--- src/rtl/ssds_scan_controller_if.sv ---
// Connection bundle between the SSD bus peripheral and the seven-segment scan controller.
// master = peripheral side (drives patterns/enable), slave = scan controller.
interface ssds_scan_controller_if #(
  parameter int unsigned BRIGHT_BITS = 4
) ();

  logic                   en;
  logic [6:0]             digit_0;
  logic [6:0]             digit_1;
  logic [6:0]             digit_2;
  logic [6:0]             digit_3;
  logic [3:0]             dots;
  logic [BRIGHT_BITS-1:0] brightness;
  logic [6:0]             seg_out;
  logic                   dot_out;
  logic [3:0]             digit_sel;
  logic                   frame_tick;

  modport master (
    output en, digit_0, digit_1, digit_2, digit_3, dots, brightness,
    input  seg_out, dot_out, digit_sel, frame_tick
  );

  modport slave (
    input  en, digit_0, digit_1, digit_2, digit_3, dots, brightness,
    output seg_out, dot_out, digit_sel, frame_tick
  );

endinterface

--- src/rtl/ssds_scan_controller.sv ---
// Time-multiplexed 4-digit seven-segment scan driver with inter-digit blanking,
// PWM brightness and a per-frame tick. All display outputs are registered.
module ssds_scan_controller #(
  parameter int unsigned DIGIT_CYCLES     = 12500,
  parameter int unsigned BLANK_CYCLES     = 250,
  parameter int unsigned BRIGHT_BITS      = 4,
  parameter bit          SEG_ACTIVE_LOW   = 1'b1,
  parameter bit          DIGIT_ACTIVE_LOW = 1'b1
) (
  input  logic                 clk,
  input  logic                 rst,
  ssds_scan_controller_if.slave bus
);

  localparam int unsigned CNT_W = (DIGIT_CYCLES > 1) ? $clog2(DIGIT_CYCLES) : 1;
  localparam logic [CNT_W-1:0]       CNT_LAST   = CNT_W'(DIGIT_CYCLES - 1);
  localparam logic [CNT_W-1:0]       BLANK_LAST = CNT_W'(BLANK_CYCLES - 1);
  localparam logic [BRIGHT_BITS-1:0] DUTY_FULL  = '1;
  localparam logic [6:0]             SEG_OFF    = SEG_ACTIVE_LOW ? 7'h7F : 7'h00;
  localparam logic                   DOT_OFF    = SEG_ACTIVE_LOW;
  localparam logic [3:0]             SEL_OFF    = DIGIT_ACTIVE_LOW ? 4'hF : 4'h0;

  typedef enum logic {
    ST_BLANK = 1'b0,
    ST_ON    = 1'b1
  } state_e;

  state_e                 state_q, state_d;
  logic [CNT_W-1:0]       cnt_q, cnt_d;
  logic [1:0]             idx_q, idx_d;
  logic [BRIGHT_BITS-1:0] pwm_q, pwm_d;
  logic [BRIGHT_BITS-1:0] duty_q, duty_d;
  logic [6:0]             shadow_seg_q, shadow_seg_d;
  logic                   shadow_dot_q, shadow_dot_d;
  logic [6:0]             seg_q, seg_d;
  logic                   dot_q, dot_d;
  logic [3:0]             sel_q, sel_d;
  logic                   tick_q, tick_d;

  logic [6:0]             cur_seg_c;
  logic                   cur_dot_c;
  logic                   lit_c;
  logic [3:0]             sel_onehot_c;

  // Pattern of the digit owning the current slot, captured on entry to ON.
  always_comb begin
    cur_seg_c = bus.digit_0;
    unique case (idx_q)
      2'd0: cur_seg_c = bus.digit_0;
      2'd1: cur_seg_c = bus.digit_1;
      2'd2: cur_seg_c = bus.digit_2;
      2'd3: cur_seg_c = bus.digit_3;
      default: cur_seg_c = bus.digit_0;
    endcase
    cur_dot_c = bus.dots[idx_q];
  end

  // Full duty bypasses the comparison so all-ones is continuously on.
  assign lit_c        = (state_q == ST_ON) && ((duty_q == DUTY_FULL) || (pwm_q < duty_q));
  assign sel_onehot_c = 4'(4'b0001 << idx_q);

  // Next-state and next-output logic.
  always_comb begin
    state_d      = state_q;
    cnt_d        = cnt_q;
    idx_d        = idx_q;
    pwm_d        = pwm_q;
    duty_d       = duty_q;
    shadow_seg_d = shadow_seg_q;
    shadow_dot_d = shadow_dot_q;
    seg_d        = SEG_OFF;
    dot_d        = DOT_OFF;
    sel_d        = SEL_OFF;
    tick_d       = 1'b0;

    if (!bus.en) begin
      state_d = ST_BLANK;
      cnt_d   = '0;
      idx_d   = '0;
      pwm_d   = '0;
    end else begin
      if (lit_c) begin
        seg_d = SEG_ACTIVE_LOW ? ~shadow_seg_q : shadow_seg_q;
        dot_d = SEG_ACTIVE_LOW ? ~shadow_dot_q : shadow_dot_q;
        sel_d = DIGIT_ACTIVE_LOW ? ~sel_onehot_c : sel_onehot_c;
      end

      if (cnt_q == CNT_LAST) begin
        cnt_d  = '0;
        idx_d  = idx_q + 2'd1;
        tick_d = (idx_q == 2'd3);
      end else begin
        cnt_d = cnt_q + CNT_W'(1);
      end

      unique case (state_q)
        ST_BLANK: begin
          if (cnt_q == BLANK_LAST) begin
            state_d      = ST_ON;
            shadow_seg_d = cur_seg_c;
            shadow_dot_d = cur_dot_c;
            duty_d       = BRIGHT_BITS'(bus.brightness);
            pwm_d        = '0;
          end
        end
        ST_ON: begin
          pwm_d = pwm_q + BRIGHT_BITS'(1);
          if (cnt_q == CNT_LAST) begin
            state_d = ST_BLANK;
          end
        end
        default: state_d = ST_BLANK;
      endcase
    end
  end

  // State and output registers; reset forces the display dark immediately.
  always_ff @(posedge clk or negedge rst) begin
    if (!rst) begin
      state_q      <= ST_BLANK;
      cnt_q        <= '0;
      idx_q        <= '0;
      pwm_q        <= '0;
      duty_q       <= '0;
      shadow_seg_q <= '0;
      shadow_dot_q <= 1'b0;
      seg_q        <= SEG_OFF;
      dot_q        <= DOT_OFF;
      sel_q        <= SEL_OFF;
      tick_q       <= 1'b0;
    end else begin
      state_q      <= state_d;
      cnt_q        <= cnt_d;
      idx_q        <= idx_d;
      pwm_q        <= pwm_d;
      duty_q       <= duty_d;
      shadow_seg_q <= shadow_seg_d;
      shadow_dot_q <= shadow_dot_d;
      seg_q        <= seg_d;
      dot_q        <= dot_d;
      sel_q        <= sel_d;
      tick_q       <= tick_d;
    end
  end

  assign bus.seg_out    = seg_q;
  assign bus.dot_out    = dot_q;
  assign bus.digit_sel  = sel_q;
  assign bus.frame_tick = tick_q;

endmodule

--- src/flat_wrapper.sv ---
// flat-port wrapper written by rule: the top's interface ports become plain ports
module ssds_scan_controller_flat 
#(
  parameter int unsigned DIGIT_CYCLES     = 12500,
  parameter int unsigned BLANK_CYCLES     = 250,
  parameter int unsigned BRIGHT_BITS      = 4,
  parameter bit          SEG_ACTIVE_LOW   = 1'b1,
  parameter bit          DIGIT_ACTIVE_LOW = 1'b1
)
  (clk, rst, bus_en, bus_digit_0, bus_digit_1, bus_digit_2, bus_digit_3, bus_dots, bus_brightness, bus_seg_out, bus_dot_out, bus_digit_sel, bus_frame_tick);
  ssds_scan_controller_if #(.BRIGHT_BITS(BRIGHT_BITS)) bus_i ();
  input  logic clk;
  input  logic rst;
  input wire logic [$bits(bus_i.en)-1:0] bus_en;
  input wire logic [$bits(bus_i.digit_0)-1:0] bus_digit_0;
  input wire logic [$bits(bus_i.digit_1)-1:0] bus_digit_1;
  input wire logic [$bits(bus_i.digit_2)-1:0] bus_digit_2;
  input wire logic [$bits(bus_i.digit_3)-1:0] bus_digit_3;
  input wire logic [$bits(bus_i.dots)-1:0] bus_dots;
  input wire logic [$bits(bus_i.brightness)-1:0] bus_brightness;
  output wire logic [$bits(bus_i.seg_out)-1:0] bus_seg_out;
  output wire logic [$bits(bus_i.dot_out)-1:0] bus_dot_out;
  output wire logic [$bits(bus_i.digit_sel)-1:0] bus_digit_sel;
  output wire logic [$bits(bus_i.frame_tick)-1:0] bus_frame_tick;
  assign bus_i.en = bus_en;
  assign bus_i.digit_0 = bus_digit_0;
  assign bus_i.digit_1 = bus_digit_1;
  assign bus_i.digit_2 = bus_digit_2;
  assign bus_i.digit_3 = bus_digit_3;
  assign bus_i.dots = bus_dots;
  assign bus_i.brightness = bus_brightness;
  assign bus_seg_out = bus_i.seg_out;
  assign bus_dot_out = bus_i.dot_out;
  assign bus_digit_sel = bus_i.digit_sel;
  assign bus_frame_tick = bus_i.frame_tick;
  ssds_scan_controller #(.DIGIT_CYCLES(DIGIT_CYCLES), .BLANK_CYCLES(BLANK_CYCLES), .BRIGHT_BITS(BRIGHT_BITS), .SEG_ACTIVE_LOW(SEG_ACTIVE_LOW), .DIGIT_ACTIVE_LOW(DIGIT_ACTIVE_LOW)) u_core (.clk(clk), .rst(rst), .bus(bus_i));
endmodule
--- config.mk ---
export PLATFORM = sky130hd
export DESIGN_NAME = ssds_scan_controller_flat
export DESIGN_NICKNAME = d
export VERILOG_FILES = /design/src/rtl/ssds_scan_controller_if.sv /design/src/rtl/ssds_scan_controller.sv /design/src/flat_wrapper.sv
export SDC_FILE = /design/constraint.sdc
export NUM_CORES = 1
export LEC_CHECK = 0
export ABC_AREA = 1
export CAP_MARGIN = 10
export CORE_ASPECT_RATIO = 0.75
export CORE_MARGIN = 4
export CORE_UTILIZATION = 55
export DETAILED_ROUTE_END_ITERATION = 8
export GPL_ROUTABILITY_DRIVEN = 0
export HOLD_SLACK_MARGIN = 0.12
export PLACE_DENSITY = 0.82
export RECOVER_POWER = 50
export SLEW_MARGIN = 20
export SYNTH_ARGS = -nofsm -noshare
export SYNTH_HDL_FRONTEND = slang
export SYNTH_SLANG_ARGS = --single-unit
--- constraint.sdc ---
create_clock -name clk -period 4.2 [get_ports clk]
set_input_delay 0.84 -clock clk [delete_from_list [all_inputs] [get_ports clk]]
set_output_delay 0.84 -clock clk [all_outputs]
set_load 0.01 [all_outputs]
==> impl_metrics.tcl, run 1 <==
set metrics [dict create \
    yosysWarnings 0 \
    slowest_stage "clkbuf_1" \
    status "complete, but fails checks" \
    die-area_um2 5680 \
    grt_pass1_wl_um 9470 \
    period_minus_slack_ns 2.66 \
    overflow 0 \
    violations "capacitance limit, slew limit" \
    fin_skew_ns 0.0124 \
    cts_resized 0 \
    async_flop_share_pct 100 \
    setup.worst_path.class "input pin to async pin" \
    yosys.area.top_type "dfrtp_1" \
    synthCells 317 \
    worstPathArrival_ns 2.70 \
    dpl.hpwl_um 4480 \
    vias 2214 \
    slew_violations 36 \
    dp.cells 416 \
    antenna_left 0 \
    synth-seq-area-share_pct 46.9 \
    fp.dieH_um 66.3 \
    cts.clk_slew.worst_paths_ns 0.09 \
    ys_types 25 \
    cp_max_fo 35 \
    synthFlopType "dfrtp_1" \
    synth_fp_nets 367 \
    finalPower_mw 0.783 \
    yosysTopAreaCellShare_pct 34.2 \
    synth_common_cells "nand2_1, nor2_1, inv_1, dfrtp_1, nand3_1" \
    grt_util_met2_pct 31.7 \
    fin_crit_sh_pct 63.2 \
    crit_buf_inv 2 \
    clockBufferDepth 2 \
    worst_setup_path_end_kind "async pin" \
    track_usage_pct 21.3 \
    drt_iter0_markers 163 \
    grt_max_degree 47 \
    grt_use_met3_pct 3.86 \
    p_per_area_nw_per_um2 251 \
    ir_worst_vdd_v 0.000154 \
    min_path_type "register to register" \
    netlist_area_um2 2490 \
    num-nets-final 419 \
    rsz0062_at_grt "false" \
    root_buffer "clkbuf_8" \
    maxCapViolCount 1 \
    worstPathRequired_ns 4.25 \
    cpPeakStageDelay_ns 1.39 \
    reg2reg_slack_ns 2.51 \
    synth_edf_count 0 \
    ios 52 \
    hold_viol_final 0 \
    grt_use_met1_pct 32.5 \
    num_rows 20 \
    antenna_cells 0 \
    first_global_vias 2040 \
    clkSinkCount 46 \
    area_delta_synth_final_pct 25.5 \
    worstMarginPinSlew_ns 1.84 \
    core_um2 4200 \
    synth_seq_cells 46 \
    post-cts-setup-buffer-count 0 \
    start_util_pct 59.2 \
    viasPerCell 5.21 \
    path_delay_family "buffers and inverters" \
    numPortBuffers 51 \
    fin_cells 425 \
    finalSetupViolations 0 \
    drc 0 \
    dr.pass1.iters 5 \
    fp.dieW_um 85.7 \
    avgSynthCellArea_um2 7.85 \
    worst_path_most_repeated_cell "clkbuf_1" \
    routedWlPerCell_um 13.6 \
    synthTopCellsByArea "dfrtp_1, dfstp_2, nand2_1" \
    crit_chain "clkbuf_1 > clkbuf_1" \
    finalSetupTns_ns 0 \
    leakage_nw 1.32 \
    drive_gt1_share_pct 11.1 \
    htree_levels 2 \
    cts_tree "done" \
    max-slew-margin-rel_pct -22.9 \
    clock.fmax_mhz 376 \
    placed_cell_area_um2 3030 \
    start_kind "input pin" \
    hold_buffers 0 \
    routed_wl_um 5780 \
    clk_latency_ns 0.29 \
    synth.most_common_cell "nand2_1" \
    final_cell_area_um2 3120 \
    numCtsBuffers 5 \
    antenna_found_initial 0 \
    grt-busiest-layer "met1" \
]
registers in the layout, summed over array words and instances, names as in the netlist, 2 cells and up:
name / flops
u_core.cnt_q: 14
u_core.bus.seg_out: 7
u_core.shadow_seg_q: 7
u_core.bus.digit_sel: 4
u_core.duty_q: 4
u_core.pwm_q: 4
u_core.idx_q: 2
through the flow:
stage	setup slack, ns	util (%)	hold slack [ns]
6_report	1.54	74.3	0.497
3_5_place_dp	1.77	72.0	0.473
3_3_place_gp	1.85	72.0	0.472
5_1_grt	1.11	74.3	0.512
2_1_floorplan	2.65	-	0.453
4_1_cts	1.98	74.2	0.499
worst reg2reg max path: cells and delay by family (launching register included):
family | cells | cell delay, ns
flip-flops | 1 | 0.45
adder cells (fa/ha/maj) | 1 | 0.37
AO/OA/AOI/OAI | 2 | 0.38
buffers and inverters | 2 | 0.36
cell type report:
type                    instances  area [um^2]
clock buffers                   5         68.8
clock inverters                 3         23.8
fillers                       351         1080
inverters                      39          146
multi-input cells             225         1140
flip-flops and latches         46         1170
well taps                      55         68.8
repair buffers                 52          508
where the power goes:
part	switching (mW)	internal, mW	leakage [nW]
clock	0.153	0.119	0.0408
combinational	0.0262	0.0357	0.684
sequential	0.00320	0.445	0.599
cells in the final DEF (no fill, tap or decap):
cell              n
o21ai_0          18
nand4_1           5
o21ai_2           7
dfstp_2          12
nand4_2           1
inv_2             2
nand2_2           2
nor2_4            1
ha_1             11
a21oi_1          11
inv_1            37
o21ai_1           1
nand3_2           2
nor3_1            4
inv_6             1
clkbuf_1          2
dlygate4sd3_1     1
a31o_2            1
clkinvlp_4        2
dfrtp_1          34
nand3_1          23
xnor2_1           2
xor2_1            4
clkbuf_8          5
nor2_2            5
nor2_1           51
nand2_1          76
clkdlybuf4s50_1  49
final timing paths:
check                                       start                      to  cells past startpoint
setup / recovery                              rst          u_core.state_q                      2
hold / removal             u_core.shadow_seg_q[6]  u_core.shadow_seg_q[6]                      2
setup reg to reg                  u_core.idx_q[0]  u_core.shadow_seg_q[4]                      5
hold reg to reg            u_core.shadow_seg_q[6]  u_core.shadow_seg_q[6]                      2
max in group clk                           bus_en  u_core.shadow_seg_q[0]                      6
min in group asynchronous                     rst         u_core.cnt_q[0]                      1
cells by family after synthesis:
| group | after synthesis | synth area share [%] |
|---|---|---|
| buf+inv | 46 | 7.29 |
| xor+xnor | 6 | 2.11 |
| flops | 46 | 46.9 |
| compound gates | 38 | 8.85 |
| simple gates | 170 | 29.4 |
| fa+ha+maj | 11 | 5.53 |
routing by layer:
| metal | vias up | wire (um) |
|---|---|---|
| met1 | 1042 | 2840 |
| met5 | - | 0 |
| met2 | 71 | 2540 |
| met3 | 2 | 368 |
| li1 | 1099 | - |
| met4 | 0 | 27 |
(Power assumes the default switching activity.)
==> run 2: changes to the inputs <==
--- a/config.mk
+++ b/config.mk
@@ -9,11 +9,11 @@
 export CAP_MARGIN = 10
 export CORE_ASPECT_RATIO = 0.75
 export CORE_MARGIN = 4
-export CORE_UTILIZATION = 55
+export CORE_UTILIZATION = 51
 export DETAILED_ROUTE_END_ITERATION = 8
 export GPL_ROUTABILITY_DRIVEN = 0
 export HOLD_SLACK_MARGIN = 0.12
-export PLACE_DENSITY = 0.82
+export PLACE_DENSITY = 0.77
 export RECOVER_POWER = 50
 export SLEW_MARGIN = 20
 export SYNTH_ARGS = -nofsm -noshare
==> constraint.sdc (replaced) <==
create_clock -name clk -period 2.7 [get_ports clk]
set_input_delay 0.54 -clock clk [delete_from_list [all_inputs] [get_ports clk]]
set_output_delay 0.54 -clock clk [all_outputs]
set_load 0.01 [all_outputs]
==> run 2 against run 1 <==
The run now ends clean. Power is 67% higher. Register-to-register slack worse by 1.5 ns. Sequential share of layout area is 0.27 points lower. Largest cell class unchanged. Highest routed layer unchanged. Clock skew down 0.0062 ns. Combinational power is 55% higher. Cell count is 0.47% higher. Largest power group unchanged.
==> impl_metrics.tcl, run 2 (synthesized netlist as in run 1, its figures left out) <==
set metrics [dict create \
    status "finished, final reports clean" \
    fin_skew_ns 0.00616 \
    ir_worst_vdd_v 0.000390 \
    slew_violations 0 \
    root_buffer "clkbuf_8" \
    period_minus_slack_ns 1.93 \
    setup_ws_ns 0.767 \
    reg2reg_slack_ns 0.99 \
    clkSinkCount 46 \
    slowest_stage "clkdlybuf4s50_1" \
    clk_latency_ns 0.30 \
    crit_path_start "u_core.bus.digit_sel[1]" \
    worstPathArrival_ns 1.39 \
    pwr-share-comb_pct 7.3 \
    dr.pass1.iters 4 \
    core_um2 4600 \
    vias 2160 \
    rr_startpoint "u_core.cnt_q[0]" \
    regMostFlops "u_core.cnt_q" \
    dp.cells 419 \
    cts.clk_slew.worst_paths_ns 0.09 \
    drive_gt1_share_pct 11.4 \
    p_per_area_nw_per_um2 416 \
    rr_worst_depth 8 \
    worstPathRequired_ns 2.16 \
    clock.fmax_mhz 517 \
    routedWlPerCell_um 13.3 \
    critPathCapture "bus_digit_sel[1]" \
    cts_resized 0 \
    dpl.hpwl_um 4410 \
    track_usage_pct 19.6 \
    finalSetupViolations 0 \
    numPortBuffers 51 \
    cp.depth 1 \
    switching_power_mw 0.284 \
    cp_max_fo 1 \
    largest_reg_flops 14 \
    ios 52 \
    numCtsBuffers 5 \
    worstMarginPinSlew_ns 0.842 \
    start_util_pct 54.1 \
    final_cell_mix "nand2_1, nor2_1, clkdlybuf4s50_1" \
    setup.worst_path.class "register to primary output" \
    fp.dieH_um 68.5 \
    p_clk_share_pct 39.3 \
    cpPeakStageDelay_ns 0.56 \
    r2r-end "u_core.cnt_q[1]" \
    utilization_pct 68.4 \
    routed_wl_um 5670 \
    overflow 0 \
    antenna_cells 0 \
    crit_buf_inv 1 \
    internal_power_mw 1.02 \
    fin_crit_sh_pct 71.6 \
    final_common_cell "nand2_1" \
    final_cell_area_um2 3150 \
    area_delta_synth_final_pct 26.4 \
    fillCellCount 375 \
    first_global_vias 1972 \
    die-area_um2 6070 \
    dp_slack_ns 0.564 \
    max-slew-margin-rel_pct 43.9 \
    path_delay_family "buffers and inverters" \
    num-nets-final 419 \
    clockBufferDepth 2 \
    start_kind "register" \
    placed_cell_area_um2 3040 \
    fin_cells 427 \
    grt_max_degree 39 \
    viasPerCell 5.06 \
    hold_buffers 0 \
    num_rows 21 \
    post-cts-setup-buffer-count 0 \
    antenna_left 0 \
    finalSetupTns_ns 0 \
    fp.dieW_um 88.7 \
    drc 0 \
    maxCapViolCount 0 \
    cts_tree "done" \
    power_frac_seq_pct 53.4 \
    drt_iter0_markers 107 \
    htree_levels 2 \
    leakage_nw 1.34 \
    crit_chain "clkdlybuf4s50_1" \
    grt_pass1_wl_um 9130 \
    min_path_type "input pin to async pin" \
    swShare_pct 21.7 \
    worst_setup_path_end_kind "primary output" \
    hold_viol_final 0 \
    rsz0062_at_grt "false" \
    antenna_found_initial 0 \
]
[run 2: cell count changes in the layout (fill, tap and decap cells not counted), sizes merged]
cell / before / now
buf: 0 / 1
inv: 40 / 39
clkbuf: 7 / 6
bufinv: 0 / 1
[run 2: layer usage]
layer | track usage [%] | up-vias | part of all wire [%]
li1 | - | 1098 | -
met2 | 29.3 | 52 | 44
met5 | 0 | - | 0
met3 | 4.63 | 5 | 5.7
met4 | 3.77 | 0 | 0.56
met1 | 29.2 | 1005 | 50
[run 2: worst min path at each step]
stage	slack, ns	cells past startpoint	end	from
final	0.34	1	u_core.cnt_q[13]	rst
after floorplan	0.24	0	u_core.bus.frame_tick	rst
after global routing	0.40	1	u_core.duty_q[2]	rst
after global placement	0.47	2	u_core.shadow_seg_q[6]	u_core.shadow_seg_q[6]
after detailed placement	0.47	2	u_core.shadow_seg_q[0]	u_core.shadow_seg_q[0]
after CTS	0.36	1	u_core.duty_q[2]	rst
[run 2: stage by stage]
stage / hold WS (ns) / power (mW)
4_1_cts: 0.361 / 1.32
2_1_floorplan: 0.244 / 0.732
3_3_place_gp: 0.470 / 0.806
6_report: 0.337 / 1.31
5_1_grt: 0.397 / 1.36
3_5_place_dp: 0.471 / 0.808
[run 2: area by class of cell]
class,instances,area [um^2],area share [%]
Timing Repair Buffer,52,509,16.2
Multi-Input combinational cell,225,1140,36.2
Clock buffer,5,68.8,2.19
Clock inverter,3,45.0,1.43
Tap cell,57,71.3,2.27
Sequential cell,46,1170,37.1
Inverter,39,146,4.65
[run 2: power by group through the flow]
stage          Clock, mW  Sequential [mW]  Combinational [mW]
2_1_floorplan          0            0.709              0.0231
3_3_place_gp           0            0.710              0.0961
3_5_place_dp           0            0.710              0.0975
4_1_cts            0.525            0.698              0.0983
5_1_grt            0.553            0.698               0.105
6_report           0.514            0.698              0.0959
==> run 3: changes to the inputs <==
==> constraint.sdc (replaced) <==
create_clock -name clk -period 1.8 [get_ports clk]
set_input_delay 0.36 -clock clk [delete_from_list [all_inputs] [get_ports clk]]
set_output_delay 0.36 -clock clk [all_outputs]
set_load 0.01 [all_outputs]
==> run 3 against run 2 <==
Sequential cell count stayed put. Critical path depth unchanged. Core utilization grew 1.2 points. Combinational power increased by 57%. Clock power up 41%. Clock skew grew 0.0060 ns. Largest power group unchanged.
==> impl_metrics.tcl, run 3 (synthesized netlist as in run 1, its figures left out) <==
set metrics [dict create \
    slowest_stage "clkdlybuf4s50_1" \
    dr.pass1.iters 5 \
    numPortBuffers 51 \
    clk_latency_ns 0.31 \
    cts.clk_slew.worst_paths_ns 0.09 \
    worstPathRequired_ns 1.44 \
    reg2reg_slack_ns 0.22 \
    finalPower_mw 1.92 \
    numCtsBuffers 5 \
    overflow 0 \
    rsz0062_at_grt "false" \
    min_path_type "register to register" \
    min_from "u_core.shadow_dot_q" \
    rr_worst_depth 6 \
    status "finished, final reports clean" \
    maxCapViolCount 0 \
    placed_cell_area_um2 3090 \
    hold_depth 2 \
    rr_startpoint "u_core.idx_q[0]" \
    fp.dieW_um 88.7 \
    pwr-share-comb_pct 7.8 \
    antenna_found_initial 0 \
    dpl.hpwl_um 4500 \
    largest_reg_flops 14 \
    grt_max_degree 31 \
    setup.worst_path.class "register to primary output" \
    crit_chain "clkdlybuf4s50_1" \
    fin_skew_ns 0.0122 \
    fin_crit_sh_pct 97.0 \
    internal_power_mw 1.49 \
    clockBufferDepth 2 \
    slew_violations 0 \
    power_frac_seq_pct 54.4 \
    period_minus_slack_ns 1.75 \
    ir_worst_vdd_v 0.000350 \
    regMostFlops "u_core.cnt_q" \
    crit_buf_inv 1 \
    fp.dieH_um 68.5 \
    final_common_cell "nand2_1" \
    cpPeakStageDelay_ns 0.55 \
    antenna_cells 0 \
    track_usage_pct 19.8 \
    drc 0 \
    r2r-end "u_core.shadow_seg_q[2]" \
    drt_iter0_markers 84 \
    routed_wl_um 5640 \
    start_util_pct 54.1 \
    final_cell_area_um2 3200 \
    p_clk_share_pct 37.8 \
    root_buffer "clkbuf_8" \
    leakage_nw 1.37 \
    core_um2 4600 \
    worstMarginPinSlew_ns 0.953 \
    first_global_vias 2004 \
    finalSetupViolations 0 \
    worstPathArrival_ns 1.39 \
    die-area_um2 6070 \
    num-nets-final 425 \
    viasPerCell 4.94 \
    cts_tree "done" \
    num_rows 21 \
    utilization_pct 69.6 \
    hold_viol_final 0 \
    path_delay_family "buffers and inverters" \
    ios 52 \
    routedWlPerCell_um 13.0 \
    start_kind "register" \
    min_to "u_core.shadow_dot_q" \
    max-slew-margin-rel_pct 36.5 \
    drive_gt1_share_pct 12.5 \
    swShare_pct 22.6 \
    vias 2140 \
    switching_power_mw 0.434 \
    grt_pass1_wl_um 9130 \
    clock.fmax_mhz 573 \
    finalSetupTns_ns 0 \
    antenna_left 0 \
    clkSinkCount 46 \
    cts_resized 0 \
    final_cell_mix "nand2_1, nor2_1, clkdlybuf4s50_1" \
    htree_levels 2 \
    worst_setup_path_end_kind "primary output" \
    cp_max_fo 1 \
    area_delta_synth_final_pct 28.7 \
    p_per_area_nw_per_um2 601 \
]
run 3: per-layer routing:
| layer | global-route usage [%] | vias to the layer above | routed length, um |
|---|---|---|---|
| met3 | 5.34 | 4 | 329 |
| met1 | 28.2 | 967 | 2750 |
| met5 | 0 | - | 0 |
| met2 | 29.7 | 56 | 2510 |
| met4 | 5.85 | 0 | 42 |
| li1 | - | 1113 | - |
run 3: power groups by stage:
stage	clock (mW)	combinational [mW]	sequential [mW]
2_1_floorplan	0	0.0346	1.06
3_3_place_gp	0	0.149	1.07
3_5_place_dp	0	0.151	1.07
4_1_cts	0.740	0.154	1.05
5_1_grt	0.780	0.164	1.05
6_report	0.727	0.151	1.05
run 3: worst max-delay path by stage:
| stage | endpoint | slack (ns) | startpoint | cells past startpoint |
|---|---|---|---|---|
| global placement | u_core.shadow_seg_q[2] | 0.09 | bus_en | 7 |
| finish | bus_digit_sel[2] | 0.05 | u_core.bus.digit_sel[2] | 1 |
| detailed placement | u_core.shadow_seg_q[6] | 0.05 | bus_en | 7 |
| floorplan | u_core.shadow_seg_q[0] | 0.35 | u_core.idx_q[0] | 6 |
| CTS | bus_digit_sel[2] | 0.04 | u_core.bus.digit_sel[2] | 1 |
| global route | bus_digit_sel[2] | 0.03 | u_core.bus.digit_sel[2] | 1 |
run 3: metrics by stage:
stage | worst slack, ns | hold WS (ns) | cells
2_1_floorplan | 0.350 | 0.0644 | 317
3_3_place_gp | 0.0916 | 0.311 | 424
3_5_place_dp | 0.0455 | 0.314 | 424
4_1_cts | 0.0413 | 0.498 | 433
5_1_grt | 0.0265 | 0.535 | 433
6_report | 0.0544 | 0.498 | 433
run 3: cell type report:
type                    count  area [um^2]
clock buffers               6         93.8
repair buffers             58          572
multi-input cells         225         1140
inverters                  39          146
clock inverters             2         13.8
flip-flops and latches     46         1170
fillers                   375         1400
well taps                  57         71.3
run 3: repair_timing:
action                                 4_1_cts  5_1_grt
hold buffers                                 1        0
endpoints found under the hold margin       16        0
buffers inserted                             0        0
